File: src/rtl/axis_row_producer_pkg.sv
// ---------------------------------------------------------------------------
// axis_row_producer_pkg
//
// Shared definitions for the AXI-Stream row producer and for any receive-side
// logic that must agree with it on row geometry.
//
//   state_e            : producer FSM state encoding (IDLE=0, SEND=1, GAP=2)
//   DEFAULT_ROW_BEATS  : default beats per row; the receive-side row counter
//                        uses the same constant so both ends agree
//   SEQ_WIDTH          : width of the sequence word replicated across TDATA
//   GAP_WIDTH          : width of the inter-row gap counter / input
// ---------------------------------------------------------------------------
package axis_row_producer_pkg;

    typedef enum logic [1:0] {
        ST_IDLE = 2'd0,
        ST_SEND = 2'd1,
        ST_GAP  = 2'd2
    } state_e;

    localparam int unsigned DEFAULT_ROW_BEATS = 66;
    localparam int unsigned SEQ_WIDTH         = 32;
    localparam int unsigned GAP_WIDTH         = 16;

endpackage

File: src/rtl/axis_row_producer.sv
// ---------------------------------------------------------------------------
// axis_row_producer
//
// AXI-Stream traffic source. A start pulse launches a run of row_count rows,
// each ROW_BEATS beats long, separated by gap_cycles idle cycles. The payload
// is a 32-bit sequence word (0 at the start of every run, +1 per transferred
// beat) replicated across TDATA. TLAST marks the last beat of each row.
//
// Ports:
//   clk          in   single rising-edge clock
//   reset        in   asynchronous active-high reset
//   start        in   begin a run; only honoured while idle
//   row_count    in   rows to send, latched on an accepted start
//   gap_cycles   in   idle cycles between rows, latched on an accepted start
//   busy         out  high while a run is in progress
//   row_sent     out  one-cycle strobe after each row's TLAST transfer
//   done         out  one-cycle strobe at the end of a run
//   AXIS_TDATA   out  replicated sequence word
//   AXIS_TVALID  out  beat valid (registered, independent of TREADY)
//   AXIS_TLAST   out  final beat of a row
//   AXIS_TREADY  in   downstream ready
// ---------------------------------------------------------------------------
module axis_row_producer
    import axis_row_producer_pkg::*;
#(
    parameter int unsigned DATA_WIDTH  = 256,
    parameter int unsigned ROW_BEATS   = DEFAULT_ROW_BEATS,
    parameter int unsigned COUNT_WIDTH = 32
) (
    input  logic                   clk,
    input  logic                   reset,
    input  logic                   start,
    input  logic [COUNT_WIDTH-1:0] row_count,
    input  logic [GAP_WIDTH-1:0]   gap_cycles,
    output logic                   busy,
    output logic                   row_sent,
    output logic                   done,
    output logic [DATA_WIDTH-1:0]  AXIS_TDATA,
    output logic                   AXIS_TVALID,
    output logic                   AXIS_TLAST,
    input  logic                   AXIS_TREADY
);

    localparam int unsigned BEAT_W = (ROW_BEATS > 1) ? $clog2(ROW_BEATS) : 1;
    localparam int unsigned LANES  = DATA_WIDTH / SEQ_WIDTH;
    localparam logic [BEAT_W-1:0] LAST_BEAT = BEAT_W'(ROW_BEATS - 1);

    // ------------------------------------------------------------------
    // State and datapath registers
    // ------------------------------------------------------------------
    state_e                 state_q,     state_d;
    logic [BEAT_W-1:0]      beat_q,      beat_d;
    logic [COUNT_WIDTH-1:0] rows_q,      rows_d;
    logic [SEQ_WIDTH-1:0]   seq_q,       seq_d;
    logic [GAP_WIDTH-1:0]   gap_len_q,   gap_len_d;
    logic [GAP_WIDTH-1:0]   gap_cnt_q,   gap_cnt_d;
    logic                   tvalid_q,    tvalid_d;
    logic                   tlast_q,     tlast_d;
    logic                   busy_q,      busy_d;
    logic                   row_sent_q,  row_sent_d;
    logic                   done_q,      done_d;

    logic                   xfer;

    assign xfer = tvalid_q && AXIS_TREADY;

    // ------------------------------------------------------------------
    // State register
    // ------------------------------------------------------------------
    always_ff @(posedge clk or posedge reset) begin
        if (reset) begin
            state_q    <= ST_IDLE;
            beat_q     <= '0;
            rows_q     <= '0;
            seq_q      <= '0;
            gap_len_q  <= '0;
            gap_cnt_q  <= '0;
            tvalid_q   <= 1'b0;
            tlast_q    <= 1'b0;
            busy_q     <= 1'b0;
            row_sent_q <= 1'b0;
            done_q     <= 1'b0;
        end else begin
            state_q    <= state_d;
            beat_q     <= beat_d;
            rows_q     <= rows_d;
            seq_q      <= seq_d;
            gap_len_q  <= gap_len_d;
            gap_cnt_q  <= gap_cnt_d;
            tvalid_q   <= tvalid_d;
            tlast_q    <= tlast_d;
            busy_q     <= busy_d;
            row_sent_q <= row_sent_d;
            done_q     <= done_d;
        end
    end

    // ------------------------------------------------------------------
    // Next-state and output logic
    // ------------------------------------------------------------------
    always_comb begin
        state_d    = state_q;
        beat_d     = beat_q;
        rows_d     = rows_q;
        seq_d      = seq_q;
        gap_len_d  = gap_len_q;
        gap_cnt_d  = gap_cnt_q;
        tvalid_d   = tvalid_q;
        tlast_d    = tlast_q;
        busy_d     = busy_q;
        row_sent_d = 1'b0;
        done_d     = 1'b0;

        case (state_q)
            ST_IDLE: begin
                if (start) begin
                    rows_d    = row_count;
                    gap_len_d = gap_cycles;
                    seq_d     = '0;
                    beat_d    = '0;
                    tlast_d   = 1'b0;
                    if (row_count != '0) begin
                        state_d  = ST_SEND;
                        tvalid_d = 1'b1;
                        busy_d   = 1'b1;
                    end else begin
                        // Empty run: report completion without emitting beats.
                        done_d = 1'b1;
                    end
                end
            end

            ST_SEND: begin
                if (xfer) begin
                    seq_d = seq_q + SEQ_WIDTH'(1);
                    if (tlast_q) begin
                        row_sent_d = 1'b1;
                        rows_d     = rows_q - COUNT_WIDTH'(1);
                        beat_d     = '0;
                        tlast_d    = 1'b0;
                        if (rows_q == COUNT_WIDTH'(1)) begin
                            state_d  = ST_IDLE;
                            tvalid_d = 1'b0;
                            busy_d   = 1'b0;
                            done_d   = 1'b1;
                        end else if (gap_len_q != '0) begin
                            state_d   = ST_GAP;
                            tvalid_d  = 1'b0;
                            gap_cnt_d = gap_len_q;
                        end
                        // Zero gap: stay in SEND with TVALID held so beat 0
                        // of the next row follows without a bubble.
                    end else begin
                        beat_d  = beat_q + BEAT_W'(1);
                        tlast_d = ((beat_q + BEAT_W'(1)) == LAST_BEAT);
                    end
                end
            end

            ST_GAP: begin
                // gap_cnt_q counts the idle cycles still to show; leaving on
                // the value 1 makes TVALID low for exactly gap_len_q cycles.
                if (gap_cnt_q <= GAP_WIDTH'(1)) begin
                    state_d   = ST_SEND;
                    tvalid_d  = 1'b1;
                    gap_cnt_d = '0;
                end else begin
                    gap_cnt_d = gap_cnt_q - GAP_WIDTH'(1);
                end
            end

            default: begin
                state_d  = ST_IDLE;
                tvalid_d = 1'b0;
                tlast_d  = 1'b0;
                busy_d   = 1'b0;
            end
        endcase
    end

    // ------------------------------------------------------------------
    // Outputs
    // ------------------------------------------------------------------
    assign busy        = busy_q;
    assign row_sent    = row_sent_q;
    assign done        = done_q;
    assign AXIS_TVALID = tvalid_q;
    assign AXIS_TLAST  = tlast_q;

    // The sequence register only advances on a transfer, so TDATA is
    // inherently stable while a beat is stalled.
    for (genvar i = 0; i < LANES; i++) begin : g_lane
        assign AXIS_TDATA[i*SEQ_WIDTH +: SEQ_WIDTH] = seq_q;
    end

endmodule
File: config.mk
export PLATFORM = sky130hd
export DESIGN_NAME = axis_row_producer
export DESIGN_NICKNAME = d
export VERILOG_FILES = /design/src/rtl/axis_row_producer_pkg.sv /design/src/rtl/axis_row_producer.sv
export SDC_FILE = /design/constraint.sdc
export NUM_CORES = 1
export LEC_CHECK = 0
export CAP_MARGIN = 20
export CORE_MARGIN = 8
export CORE_UTILIZATION = 40
export DETAILED_ROUTE_END_ITERATION = 12
export GPL_ROUTABILITY_DRIVEN = 0
export MAX_ROUTING_LAYER = met4
export PLACE_DENSITY = 0.88
export SLEW_MARGIN = 20
export SYNTH_ARGS = -nofsm -noshare
export SYNTH_HDL_FRONTEND = slang
export SYNTH_SLANG_ARGS = --single-unit
export TNS_END_PERCENT = 20
File: constraint.sdc
create_clock -name clk -period 3.6 [get_ports clk]
set_clock_uncertainty 0.05 [all_clocks]
set_input_delay 0.9 -clock clk [delete_from_list [all_inputs] [get_ports clk]]
set_output_delay 0.9 -clock clk [all_outputs]
set_load 0.01 [all_outputs]
== Word level (Yosys, flattened, before mapping) ==
Index checks and enable logic that the tools add are counted.
Operators by class
  $add $sub $neg: 4
  order comparisons: 1
  equal/unequal tests: 13
  mux-type cells: 50
  bitwise gates (word level): 1
  reduce and logical (&&, ||, !) cells: 13
Operators by type and width (count)
  $mux 32: 5
  $pmux 32 s2: 2
  $mux 16: 5
  $add 32x1->32 const B: 1
  $eq 32x1->1 const B: 1
  $pmux 16 s2: 1
  $reduce_bool 32->1: 1
  $sub 32x1->32 const B: 1
  $mux 1: 21
  $mux 7: 3
  $le 16x1->1 const B: 1
  $ne 2x2->1 const B: 8
  $reduce_bool 16->1: 1
  $sub 16x1->16 const B: 1
  $mux 2: 7
  $pmux 7 s2: 1
  $reduce_and 6->1: 2
  $pmux 1 s3: 3
  $add 7x1->7 const B: 1
  $eq 7x7->1 const B: 1
  $pmux 2 s3: 1
  $reduce_and 3->1: 2
  $reduce_and 5->1: 1
  $reduce_and 4->1: 1
  9 further kinds: 10
Storage, ports and cells
  register bits after elaboration: 110
  input port bits: 52
  logic and storage cells: 93

== Logic depth before layout (Yosys ltp) ==
Gate-level depths: netlist of the first run.
  depth in word-level cells: 6
  mapped depth: 10

== Worst setup path after synthesis of the first run ==
OpenSTA, ideal clock, no wires.
  path type: input port to flip-flop
  start: in AXIS_TREADY
  end: reg seq_q[31]
  arrival time: 2.186 ns
  data required time: 3.472 ns
  setup slack: 1.286 ns
  stages: 7
  cell sequence: mux2_2 -> and4bb_2 -> buf_2 -> nand4_1 -> clkbuf_1 -> or3_1 -> a21oi_1
On the way
  longest elaborated chain between the ends: 3
Ends and longest elaborated chain
  start, declared: line axis_row_producer.sv:41  | input logic AXIS_TREADY
  $logic_and 1x1->1: line axis_row_producer.sv:65  | assign xfer = tvalid_q && AXIS_TREADY;
  $ne 2x2->1 (no source line)
  $reduce_and 3->1 (no source line)
  end signal, assigned: line axis_row_producer.sv:87  | seq_q <= seq_d;
  end, declared: line axis_row_producer.sv:54  | logic [SEQ_WIDTH-1:0] seq_q, seq_d;
Every way passes these cells.
A chain may end at the register's enable or synchronous reset.

== Final worst setup path of the first run ==
  start: in AXIS_TREADY
  end: reg seq_q[23]
Same word-level chain as after synthesis.

==> results of run 1 <==
## synthesized netlist by cell type (2+ instances only)
library cell / number
a211o_1: 9
a211oi_1: 7
a21o_1: 4
a21oi_1: 39
a221o_1: 6
a22oi_1: 5
a31oi_1: 11
a41oi_1: 2
and2_1: 10
and3_1: 18
and4_1: 7
buf_1: 2
buf_2: 6
buf_4: 224
clkbuf_1: 30
dfrtp_1: 109
ha_1: 7
inv_1: 15
mux2i_1: 2
nand2_1: 94
nand2b_1: 5
nand3_1: 20
nand3b_1: 2
nand4_1: 27
nor2_1: 57
nor2b_1: 7
nor3_1: 28
nor3b_1: 3
nor4_1: 27
o211ai_1: 11
o21a_1: 4
o21ai_0: 51
o22a_1: 7
o22ai_1: 7
o31ai_1: 6
or3_1: 19
or4_1: 10
xnor2_1: 7
xor2_1: 14
## through the flow
step / area (um2) / utilization [%] / cells / setup WS [ns]
2_1_floorplan: 7890 / - / 944 / 1.29
3_3_place_gp: 9630 / 49.6 / 1269 / 0.423
3_5_place_dp: 9630 / 49.6 / 1269 / 0.370
4_1_cts: 9890 / 51.0 / 1283 / 0.736
5_1_grt: 9890 / 51.0 / 1283 / 0.595
6_report: 9890 / 51.0 / 1283 / 0.719
## power by group through the flow
stage	combinational [W]	clock, W	sequential [W]
after floorplan	0.000507	0	0.00141
after global placement	0.000791	0	0.00144
after detailed placement	0.000804	0	0.00144
after CTS	0.000805	0.000954	0.00142
after global routing	0.000845	0.00100	0.00143
final	0.000794	0.000929	0.00142
## worst max-delay path, cell delays in order
cell	delay, ns
clkdlybuf4s50_1	0.59
mux2_2	0.23
and4bb_2	0.36
nand4_1	0.27
buf_4	0.25
or3_1	0.33
a21oi_1	0.16
## cell families after synthesis
kind of cell / after synthesis
AOI/OAI and AO/OA: 181
xor gates and xnor gates: 21
adders and majority gates: 7
buffers and inverters: 279
DFF: 109
muxes: 3
and+or+nand+nor: 344
## path summary, 6_finish.rpt
check,end,slack (ns),cells after the start
min in group asynchronous,rows_q[4],0.98,3
setup / recovery,seq_q[23],0.72,7
hold / removal,gap_cnt_q[11],0.46,1
setup reg to reg,gap_cnt_q[15],0.92,5
hold reg to reg,gap_cnt_q[11],0.46,1
max in group asynchronous,seq_q[18],2.01,3
## state kept, by name, summed over array words and instances, names as in the netlist
register / flops
row_sent: 1
gap_len_q: 16
gap_cnt_q: 16
beat_q: 7
done: 1
busy: 1
state_q: 2
AXIS_TLAST: 1
rows_q: 32
seq_q: 32
## layer usage
metal / part of all wire, % / global-route usage (%) / vias up
li1: - / - / 3258
met1: 38 / 20.6 / 3303
met2: 52 / 33.2 / 327
met3: 8.7 / 3.67 / 23
met4: 1.4 / 5.35 / 0
met5: 0 / - / -
## final cells by class
class	count	area, um2
Tap cell	265	332
Clock buffer	11	243
Inverter	16	63.8
Sequential cell	109	2730
Fill cell	1805	9510
Timing Repair Buffer	323	3230
Multi-Input combinational cell	556	3270
Clock inverter	3	23.8
==> reports/results.txt, run 1 <==
Post-synth EDFFs = 0
Layout cells sized above 1 = 4.03%
Die height = 156 um
Tcrit/Tclk final = 80.0%
Gate Count Post-Synth = 944
DRC = 0
Die footprint = 0.0245 mm2
Row count = 51
Simple-Gate Fraction of Synth Area = 22.7%
CP Launch Type = input pin
Main combinational cell family by area after synthesis = buffers and inverters
Area grow syn2layout = 25.4%
Number of global-route vias before repair = 6,487
CTS-repair resized insts = 0
Initial antenna violation count = 0
First-pass GRT wire length = 35.8 mm
# hold bufs at CTS = 0
ANT nets after route = 0
Max FO, Critical Path = 9
Pin count of the biggest net entering global routing = 110
GRT Resource Usage Total = 18.6%
Yosys cell types = 64
CTS tree = yes
Initial core utilization = 40.7%
Net count after synthesis = 1,003
Core ar. = 0.0194 mm2
# setup viols final = 0
Pleak = 3.91 nW
Die X = 156 um
Setup TNS = 0 ns
Routed wire length = 23.7 mm
Reg power frac = 45.1%
I/O pin cnt = 313
XOR/XNOR share of the synthesized area = 2.33%
Number of max-cap violations = 0
Arrival @ worst endpoint = 3.10 ns
Worst r2r src = rows_q[22]
Clk slew on worst S/H paths = 0.07 ns
Comb pwr share = 25.3%
CTS sink cnt = 109
Mean area per synthesized cell = 8.36 um2
Async set-reset flop share out of synthesis = 100%
Net Sw Frac = 29.1%
Ranking of synthesized cells by area = dfrtp_1 (35%), buf_4 (21%), nand2_1 (4.5%), o21ai_0 (3.2%), nor2_1 (2.7%)
Relative slew slack = 46.6%
Psw = 0.000915 W
Fmax = 0.347 GHz
Skew-Pair Late Insertion Delay = 0.36 ns
WHS = 0.455 ns
Nets = 1,074
Diode count = 0
Tmin final = 2.88 ns
Clock power frac = 29.6%
Global route overflow = 0
Clock root cell = clkbuf_16
Power per cell area = 318 mW/mm2
Detailed Route Iter0 Violations = 513
Synth Area in Compound Gates = 14.8%
#FFs+latches synth = 109
Most frequent cells in the layout = clkdlybuf4s50_1 (312), dfrtp_1 (109), nand2_1 (94)
Final hold violations = 0
Mapped cell area = 0.00789 mm2
DR WL/cell = 18.5 um
Worst vdd ir = 246 uV
Total power = 0.00314 W
H-tree Lvls = 3
DR vias = 6,911
Post-synthesis mux area share = 0.397%
CTS Buffer Depth = 2
Adder-Cell Fraction of Synth Area = 1.11%
Post-synth top area share = 34.6%
Commonest non-fill, non-tap cell in the layout = clkdlybuf4s50_1
CTS Buf Count = 9
Most used DFF post-synth = dfrtp_1
Warning count from the yosys run = 0
Port buffer count = 312
DP HPWL = 18.0 mm
Setup crit end kind = flop
Slew @ Worst Pin = 0.794 ns
Max Transition Viols Final = 0
Min-Delay Startpoint = gap_cnt_q[11]
Post-synth top area cell = dfrtp_1
Status = completed
Sequential-to-total area share from yosys stat = 34.6%
Via/cell ratio = 5.39
RSZ-0062 raised after global routing = no
Critical Path Start = AXIS_TREADY
DR pass1 iterations = 5
CP required = 3.82 ns
Setup bufs post-CTS = 0
Hold Crit Class = reg -> reg
Cell Int Power = 0.00223 W
Crit Path Class = in -> reg
(Power assumes the default switching activity.)
==> run 2, diff against run 1 <==
Settings changed: CORE_UTILIZATION 40 to 45, PLACE_DENSITY 0.88 to 0.93.
Clock period 3.6 ns to 3 ns, I/O delays scaled along.
==> reports/results.txt, run 2 (synthesized netlist as in run 1, its figures left out) <==
Status = completed (unchanged)
Row count = 48 (was 51)
DRC = 0 (unchanged)
WHS = 0.460 ns (was 0.455 ns)
Via/cell ratio = 5.70 (was 5.39)
H-tree Lvls = 3 (unchanged)
Clock power frac = 30.4% (was 29.6%)
Skew-Pair Late Insertion Delay = 0.36 ns (about the same)
Net Sw Frac = 29.3% (was 29.1%)
Clock root cell = clkbuf_16 (unchanged)
GRT Resource Usage Total = 21.5% (was 18.6%)
Crit Path Class = reg -> reg (was in -> reg)
Final hold violations = 0 (unchanged)
Nets = 1,089 (was 1,074)
Comb pwr share = 26.0% (was 25.3%)
CTS Buf Count = 9 (unchanged)
Commonest non-fill, non-tap cell in the layout = clkdlybuf4s50_1 (unchanged)
Hold Crit Class = reg -> reg (unchanged)
Cell Int Power = 0.00272 W (was 0.00223 W)
Relative slew slack = 63.2% (was 46.6%)
Slew @ Worst Pin = 0.548 ns (was 0.794 ns)
Arrival @ worst endpoint = 2.84 ns (was 3.10 ns)
Clk slew on worst S/H paths = 0.07 ns (about the same)
Tcrit/Tclk final = 88.3%
DR vias = 7,178 (was 6,911)
Setup crit end kind = flop (unchanged)
DR WL/cell = 19.1 um (was 18.5 um)
Top Registers = rows_q (32), seq_q (32) (unchanged)
Number of global-route vias before repair = 6,879 (was 6,487)
Final worst slack = 0.351 ns (was 0.719 ns)
DP HPWL = 18.4 mm (was 18.0 mm)
Most frequent cells in the layout = clkdlybuf4s50_1 (312), dfrtp_1 (109), nand2_1 (94) (unchanged)
CTS tree = yes (unchanged)
# hold bufs at CTS = 0 (unchanged)
Worst vdd ir = 353 uV (was 246 uV)
Met1 usage = 23.6% (was 20.6%)
CP max stage delay = 0.64 ns (was 0.59 ns)
Global route overflow = 0 (unchanged)
Filler instances = 1,477 (was 1,805)
CP required = 3.19 ns (was 3.82 ns)
Die X = 148 um (was 156 um)
Detailed Route Iter0 Violations = 615 (was 513)
Max Transition Viols Final = 0 (unchanged)
CTS-repair resized insts = 0 (unchanged)
Max FO, Critical Path = 15 (was 9)
Met3 GRT Util = 5.17% (was 3.67%)
DP Area = 0.00970 mm2 (was 0.00963 mm2)
Met2 Use GR = 38.4% (was 33.2%)
Psw = 0.00112 W (was 0.000915 W)
Layer carrying the most global-route usage = met2 (unchanged)
Die footprint = 0.0220 mm2 (was 0.0245 mm2)
CP Launch Type = flop (was input pin)
Port buffer count = 312 (unchanged)
Setup TNS = 0 ns (unchanged)
Setup bufs post-CTS = 0 (unchanged)
Initial core utilization = 45.8% (was 40.7%)
Die height = 148 um (was 156 um)
RSZ-0062 raised after global routing = no (unchanged)
Pre-CTS WS = 0.106 ns (was 0.370 ns)
I/O pin cnt = 313 (unchanged)
Fmax = 0.377 GHz
Area grow syn2layout = 26.6% (was 25.4%)
# setup viols final = 0 (unchanged)
Core ar. = 0.0172 mm2 (was 0.0194 mm2)
CTS sink cnt = 109 (unchanged)
CP cell instances = or4_1 > nor3_4 > nand3_2 > and2_1 > a221o_2 (was clkdlybuf4s50_1 > mux2_2 > and4bb_2 > nand4_1 > buf_4 > or3_1 > a21oi_1)
Reg power frac = 43.6% (was 45.1%)
Initial antenna violation count = 0 (unchanged)
Routed wire length = 24.0 mm (was 23.7 mm)
First-pass GRT wire length = 37.6 mm (was 35.8 mm)
ANT nets after route = 0 (unchanged)
Diode count = 0 (unchanged)
Power per cell area = 385 mW/mm2 (was 318 mW/mm2)
CTS Buffer Depth = 2 (unchanged)
Layout cells sized above 1 = 5.70% (was 4.03%)
DR pass1 iterations = 5 (unchanged)
CP bufs+invs = 0 (was 2)
Critical Path Slowest Stage Cell = or4_1 (was clkdlybuf4s50_1)
Cell area after layout = 0.00999 mm2 (was 0.00989 mm2)
Critical path's top delay family = simple AND/OR/NAND/NOR gates (unchanged)
Number of max-cap violations = 0 (unchanged)
Pin count of the biggest net entering global routing = 44 (was 110)
Tmin final = 2.65 ns
Pleak = 4.01 nW (was 3.91 nW)
-- run 2: changes by cell type in the layout (fill, tap and decap cells not counted) --
cell        delta
buf_12         +1
clkbuf_1       -1
clkinv_2       +2
clkinv_4       +1
buf_4         +14
clkbuf_8       +1
clkinvlp_4     -1
-- run 2: power by group through the flow --
| stage | Combinational (W) | Clock, W | Sequential [W] |
|---|---|---|---|
| floorplan | 0.000608 | 0 | 0.00170 |
| global placement | 0.000987 | 0 | 0.00170 |
| detailed placement | 0.00101 | 0 | 0.00170 |
| CTS | 0.00101 | 0.00118 | 0.00168 |
| global route | 0.00107 | 0.00124 | 0.00169 |
| finish | 0.000997 | 0.00117 | 0.00167 |
-- run 2: cell type report --
| type | instances | area, um2 | share of cell area (%) |
|---|---|---|---|
| timing repair buffer | 338 | 3360 | 33.6 |
| multi-input combinational | 556 | 3270 | 32.8 |
| sequential | 109 | 2730 | 27.3 |
| tap | 225 | 282 | 2.82 |
| clock buffer | 11 | 253 | 2.53 |
| inverter | 16 | 63.8 | 0.639 |
| clock inverter | 5 | 35.0 | 0.351 |
-- run 2: per-stage QoR --
stage / utilization [%] / instances / total power, W
2_1_floorplan: - / 944 / 0.00230
3_3_place_gp: 56.3 / 1244 / 0.00268
3_5_place_dp: 56.3 / 1244 / 0.00271
4_1_cts: 58.0 / 1260 / 0.00387
5_1_grt: 58.0 / 1260 / 0.00400
6_report: 58.0 / 1260 / 0.00384
-- run 2: routing by layer --
layer	share of wire (%)	wire length [um]
met1	36	8700
met2	53	12700
met3	9.4	2250
met4	1.6	393
met5	0	0
-- run 2: path summary, 6_finish.rpt --
kind	slack (ns)	startpoint	cells past startpoint	end
max	0.35	rows_q[22]	5	gap_cnt_q[15]
min	0.46	gap_len_q[12]	2	gap_len_q[12]
max reg2reg	0.35	rows_q[22]	5	gap_cnt_q[15]
min reg2reg	0.46	gap_len_q[12]	2	gap_len_q[12]
max in group asynchronous	1.54	reset	3	gap_len_q[0]
min in group asynchronous	0.74	reset	2	rows_q[0]
-- run 2: worst register-to-register path, cell delays in order, from the launching register on --
cell and delay, ns:
dfrtp_1 0.43, or4_1 0.64, nor3_4 0.29, nand3_2 0.31, and2_1 0.38, a221o_2 0.43
